==> src/rtl/tug_of_war_ctrl.sv <==
// Tug-of-war game controller: debounced buttons move a one-hot LED marker,
// win detection at either end, saturating scores and a blinking winner LED.
module tug_of_war_ctrl #(
    parameter int NUM_LEDS    = 9,
    parameter int DEB_TICKS   = 3,
    parameter int BLINK_TICKS = 8
) (
    input  logic                clk,
    input  logic                rst,
    input  logic                slowenable,
    input  logic                btn_l,
    input  logic                btn_r,
    input  logic                start,
    output logic [NUM_LEDS-1:0] leds,
    output logic                win_l,
    output logic                win_r,
    output logic [3:0]          score_l,
    output logic [3:0]          score_r
);

    localparam int PW = $clog2(NUM_LEDS);
    localparam int CW = $clog2(DEB_TICKS + 1);
    localparam int BW = $clog2(BLINK_TICKS + 1);

    localparam logic [PW-1:0] CENTER = PW'((NUM_LEDS - 1) / 2);
    localparam logic [PW-1:0] LAST   = PW'(NUM_LEDS - 1);
    localparam logic [CW-1:0] DLAST  = CW'(DEB_TICKS - 1);
    localparam logic [BW-1:0] BLAST  = BW'(BLINK_TICKS - 1);

    typedef enum logic [1:0] {
        IDLE,
        PLAY,
        WIN_L,
        WIN_R
    } state_t;

    function automatic logic [NUM_LEDS-1:0] onehot(input logic [PW-1:0] p);
        return {{(NUM_LEDS-1){1'b0}}, 1'b1} << p;
    endfunction

    // Index 1 is the left player, index 0 the right player.
    logic [1:0]    s1_q;
    logic [1:0]    s2_q;
    logic [1:0]    deb_q;
    logic [1:0]    deb_prev_q;
    logic [1:0]    ev_q;
    logic [CW-1:0] cnt_q [2];

    always_ff @(posedge clk or negedge rst) begin
        if (!rst) begin
            s1_q       <= '0;
            s2_q       <= '0;
            deb_q      <= '0;
            deb_prev_q <= '0;
            ev_q       <= '0;
            for (int i = 0; i < 2; i++) cnt_q[i] <= '0;
        end else begin
            s1_q       <= {btn_l, btn_r};
            s2_q       <= s1_q;
            deb_prev_q <= deb_q;
            ev_q       <= deb_q & ~deb_prev_q;
            if (slowenable) begin
                for (int i = 0; i < 2; i++) begin
                    if (s2_q[i] == deb_q[i]) begin
                        cnt_q[i] <= '0;
                    end else if (cnt_q[i] == DLAST) begin
                        cnt_q[i] <= '0;
                        deb_q[i] <= ~deb_q[i];
                    end else begin
                        cnt_q[i] <= cnt_q[i] + 1'b1;
                    end
                end
            end
        end
    end

    state_t        state_q;
    logic [PW-1:0] pos_q;
    logic [PW-1:0] pos_d;
    logic [NUM_LEDS-1:0] leds_q;
    logic          win_l_q;
    logic          win_r_q;
    logic [3:0]    score_l_q;
    logic [3:0]    score_r_q;
    logic [BW-1:0] bcnt_q;
    logic          blink_q;

    // Simultaneous presses cancel out.
    always_comb begin
        pos_d = pos_q;
        if (ev_q[1] && !ev_q[0]) pos_d = pos_q + 1'b1;
        else if (ev_q[0] && !ev_q[1]) pos_d = pos_q - 1'b1;
    end

    always_ff @(posedge clk or negedge rst) begin
        if (!rst) begin
            state_q   <= IDLE;
            pos_q     <= CENTER;
            leds_q    <= onehot(CENTER);
            win_l_q   <= 1'b0;
            win_r_q   <= 1'b0;
            score_l_q <= '0;
            score_r_q <= '0;
            bcnt_q    <= '0;
            blink_q   <= 1'b0;
        end else begin
            unique case (state_q)
                IDLE: begin
                    leds_q <= onehot(CENTER);
                    if (start) begin
                        state_q <= PLAY;
                        pos_q   <= CENTER;
                    end
                end
                PLAY: begin
                    pos_q  <= pos_d;
                    leds_q <= onehot(pos_d);
                    if (pos_d == LAST) begin
                        state_q <= WIN_L;
                        win_l_q <= 1'b1;
                        if (score_l_q != 4'hF) score_l_q <= score_l_q + 1'b1;
                    end else if (pos_d == '0) begin
                        state_q <= WIN_R;
                        win_r_q <= 1'b1;
                        if (score_r_q != 4'hF) score_r_q <= score_r_q + 1'b1;
                    end
                end
                WIN_L, WIN_R: begin
                    if (start) begin
                        state_q <= PLAY;
                        pos_q   <= CENTER;
                        leds_q  <= onehot(CENTER);
                        win_l_q <= 1'b0;
                        win_r_q <= 1'b0;
                        bcnt_q  <= '0;
                        blink_q <= 1'b0;
                    end else if (slowenable) begin
                        if (bcnt_q == BLAST) begin
                            bcnt_q  <= '0;
                            blink_q <= ~blink_q;
                            leds_q  <= blink_q ? onehot(pos_q) : '0;
                        end else begin
                            bcnt_q <= bcnt_q + 1'b1;
                        end
                    end
                end
                default: state_q <= IDLE;
            endcase
        end
    end

    assign leds    = leds_q;
    assign win_l   = win_l_q;
    assign win_r   = win_r_q;
    assign score_l = score_l_q;
    assign score_r = score_r_q;

endmodule

==> config.mk <==
export PLATFORM = sky130hd
export DESIGN_NAME = tug_of_war_ctrl
export DESIGN_NICKNAME = d
export VERILOG_FILES = /design/src/rtl/tug_of_war_ctrl.sv
export SDC_FILE = /design/constraint.sdc
export NUM_CORES = 1
export LEC_CHECK = 0
export CORE_AREA = 2 2 77 57
export CTS_CLUSTER_DIAMETER = 50
export DETAILED_ROUTE_END_ITERATION = 6
export DIE_AREA = 0 0 79 59
export PLACE_DENSITY_LB_ADDON = 0.1
export SLEW_MARGIN = 20
export SYNTH_ARGS = -nofsm -noshare
export SYNTH_HDL_FRONTEND = slang
export SYNTH_SLANG_ARGS = --single-unit
==> constraint.sdc <==
create_clock -name clk -period 5.2 [get_ports clk]
set_input_delay 0.52 -clock clk [delete_from_list [all_inputs] [get_ports clk]]
set_output_delay 0.52 -clock clk [all_outputs]
set_load 0.005 [all_outputs]
==> impl_results.md <==
- Worst hold slack: 0.353 ns
- Share of layout cells above drive strength 1: 0.103
- Setup TNS after final layout: 0 ns
- Number of synthesized register bits: between 40 and 50
- Number of nets with antenna violations after detailed routing: 0
- Yosys synthesis warning count: 0
- FF-to-FF path depth: 7
- Layout Nets: between 200 and 250
- Maximum resistive drop on vdd: 0.416 mV
- Count of different cell masters after synthesis: 48
- Reg-to-reg startpoint: pos_q[0]
- Latest clock arrival within the worst-skew pair: 0.29 ns
- Port Buffer Count: 24
- Post-CTS setup buffer count: 0
- Arithmetic-cell share of the synthesized area counting full adders, half adders and majority gates: 0.0547
- Clock tree from TritonCTS: yes
- Combined buffer and inverter count along the critical path: 1
- Initial antenna violation count: 0
- Simple logic cell fraction of the synthesized area: 0.183
- Deepest clock path buffer count: 2
- Category of the worst setup path capture point: flip-flop
- Nature of the critical path startpoint: flip-flop
- Crit path to: score_r[1]
- Run status: complete, no violations
- Max-capacitance violation count: 0
- Fraction of the mapped netlist area in compound gates: 0.145
- Req. time, crit path: between 5 and 6 ns
- HPWL after detailed placement: ~3200 µm
- Wire length of the first global-routing pass: 8110 µm
- Cell taking the most area after synthesis: sky130_fd_sc_hd__dfrtp_1
- DR DRC count: 0
- Multiplexer fraction of the synthesized cell area: 0.0531
- Router iterations before antenna repair: 4
- Die width: a little under 80 µm
- Critical-path maximum fanout: 13
- Commonest cells post-synth: sky130_fd_sc_hd__dfrtp_1, sky130_fd_sc_hd__nand2_1, sky130_fd_sc_hd__ha_1, sky130_fd_sc_hd__inv_1, sky130_fd_sc_hd__o21ai_0
- Diodes inserted: 0
- Die extent in y: between 50 and 60 µm
- Kind of critical path: flip-flop to flip-flop
- Average detailed-routed wire length per instance: ~16 µm
- Filler cell count: about 290
- RD Place Congestion: between 0.8 and 0.9
- Unrepaired setup endpoints after global routing: false
- Mapped Cells: about 210
- Leakage power: roughly 1.1 nW
- Maximum number of pins on one net before global-route repair: 45
- Fin. max-slew vios: 0
- Htree depth: 2
- Synthesized netlist net count: about 230
- Final clock skew: roughly 0.0055 ns
- Total standard cell area after synthesis: around 2300 µm²
- Reg-to-reg slack, setup: approximately 2.6 ns
- Vias post-DR: 1732
- Worst-margin pin slew: 0.953 ns
- Layout-stage area growth over the synthesis result: 16.0%
- Share of the clock period used by the worst path after layout: 0.491
- Violation count after the first detailed-route iteration: about 140
- XOR/XNOR Fraction of Synth Area: 0.0449
- Drt via density: 6.06
- Worst slew margin relative to its limit: 0.365
- Top cell type's share of synthesized area: 0.460
- Count of flip-flops with a built-in enable after synthesis: 0
- Total I/O pin count: 25
- Largest family of logic cells by synthesized area: simple AND/OR/NAND/NOR gates
- Number of sinks on the clock net: 44
- Via count of the first global-routing pass: 1719
- Min Clock Period, post-route: 2.55 ns
- Cell family with the largest share of critical-path delay: flip-flops
- Clock edge transition at the registers on the reported setup and hold paths: roughly 0.08 ns
- Avg Inst Size Synth: roughly 11 µm²
- Final-report setup violation count: 0
- Sequential cell area fraction in the yosys report: 0.482
- Maximum frequency from static timing analysis: roughly 390 MHz
- Cell with the largest stage delay on the worst path: sky130_fd_sc_hd__dfrtp_1
- Placeable Area: approximately 3900 µm²
- Count of cells resized by post-cts repair: 0
- Total count of hold-check failures in the final report: 0
- Worst setup path startpoint: pos_q[0]
- Overall global routing resource usage: 0.229
- Crit Reg-Reg Endpoint: score_r[1]
- Cell area power density: between 600 and 700 nW/µm²
- TritonCTS buffer count: 5
- Dominant register cell in the synthesized netlist: sky130_fd_sc_hd__dfrtp_1
- Largest cells by area after synthesis: sky130_fd_sc_hd__dfrtp_1, sky130_fd_sc_hd__ha_1, sky130_fd_sc_hd__mux2_1
- Buffer type at the clock tree root: sky130_fd_sc_hd__clkbuf_8
- Cell chain of the critical path: inv_1, ha_1, nor3b_1, a31oi_1, a21oi_2, nand4_2, mux2_1
- Congestion Overflow GR: 0
- Logic depth of the worst path, buffers included: 7
- Worst min path class: flip-flop to flip-flop
- Worst Path Arrival: between 2 and 3 ns
- Starting Density: 0.594
- Hold buffer count at CTS: 0
- CP peak stage delay: about 0.59 ns
- Final wirelength: around 4600 µm
- Placement row count: 19
- Area enclosed by the die boundary: between 4000 and 5000 µm²
- Top-count cell post-synth: sky130_fd_sc_hd__dfrtp_1
- Share of async-settable or async-resettable flops after synthesis: 1.00
[sequential cells by signal, indices dropped and copies added, names as in the netlist, 4 cells and up]
name and flops:
leds 9, score_r 4, pos_q 4, score_l 4, bcnt_q 4, cnt_q 4
[cells by family after synthesis]
group,count (synthesis)
AOI/OAI and AO/OA,48
xor gates and xnor gates,10
adders and majority gates,10
buffers and inverters,20
DFF,44
muxes,11
and+or+nand+nor,69
[worst min-delay path by stage]
stage	cells after the start	end	startpoint
floorplan	0	bcnt_q[0]	rst
global placement	0	s2_q[1]	s1_q[1]
detailed placement	0	s2_q[1]	s1_q[1]
CTS	0	s2_q[1]	s1_q[1]
global route	0	s2_q[1]	s1_q[1]
finish	0	s2_q[1]	s1_q[1]
[power breakdown]
part | switching (mW) | internal [mW] | leakage [nW] | total (mW)
Combinational | 0.376 | 0.347 | 0.526 | 0.723
Sequential | 0.165 | 0.473 | 0.552 | 0.638
Clock | 0.118 | 0.142 | 0.0541 | 0.260
Total | 0.659 | 0.962 | 1.13 | 1.62
[layout by cell type, fill, tap and decap left out, drive strengths merged, types with 4 or more instances in the layout]
| cell | instances |
|---|---|
| ha | 10 |
| o21ai | 10 |
| and3 | 4 |
| nand3 | 8 |
| nand2 | 15 |
| nor3b | 5 |
| clkdlybuf4s50 | 23 |
| nand2b | 8 |
| a21oi | 8 |
| xnor2 | 9 |
| a22oi | 4 |
| nor3 | 8 |
| inv | 10 |
| dfrtp | 42 |
| mux2 | 9 |
| o22ai | 4 |
| a31oi | 6 |
| clkbuf | 5 |
| nand4 | 7 |
| nor2b | 5 |
[layer usage]
metal,share of wire,global-route usage,vias to the layer above
li1,-,-,812
met1,0.47,0.325,850
met2,0.45,0.358,65
met3,0.067,0.0457,5
met4,0.0082,0.0788,0
met5,0,0,-
[through the flow]
| step | utilization | cells | total power, mW | setup WS [ns] | instance area [µm²] |
|---|---|---|---|---|---|
| after floorplan | - | 212 | 1.12 | 3.02 | 2290 |
| after global placement | 0.660 | 278 | 1.32 | 2.77 | 2540 |
| after detailed placement | 0.660 | 278 | 1.36 | 2.69 | 2540 |
| after CTS | 0.689 | 286 | 1.62 | 2.67 | 2650 |
| after global routing | 0.689 | 286 | 1.75 | 2.38 | 2650 |
| final | 0.689 | 286 | 1.62 | 2.65 | 2650 |
[worst register-to-register path, delay by kind of cell (launching register included)]
family | cells | cell delay [ns]
AOI/OAI and AO/OA | 2 | 0.51
adders and majority gates | 1 | 0.41
buffers and inverters | 1 | 0.19
DFF | 1 | 0.59
muxes | 1 | 0.34
and+or+nand+nor | 2 | 0.40
[area by class of cell]
class                           count  area, µm²  share of cell area
Inverter                           10       37.5              0.0142
Sequential cell                    44       1100               0.416
Multi-Input combinational cell    148       1100               0.415
Tap cell                           52       65.1              0.0245
Clock inverter                      3       42.5              0.0160
Clock buffer                        5       68.8              0.0259
Timing Repair Buffer               24        235              0.0887
No activity file was read; power rests on OpenSTA's default activity.
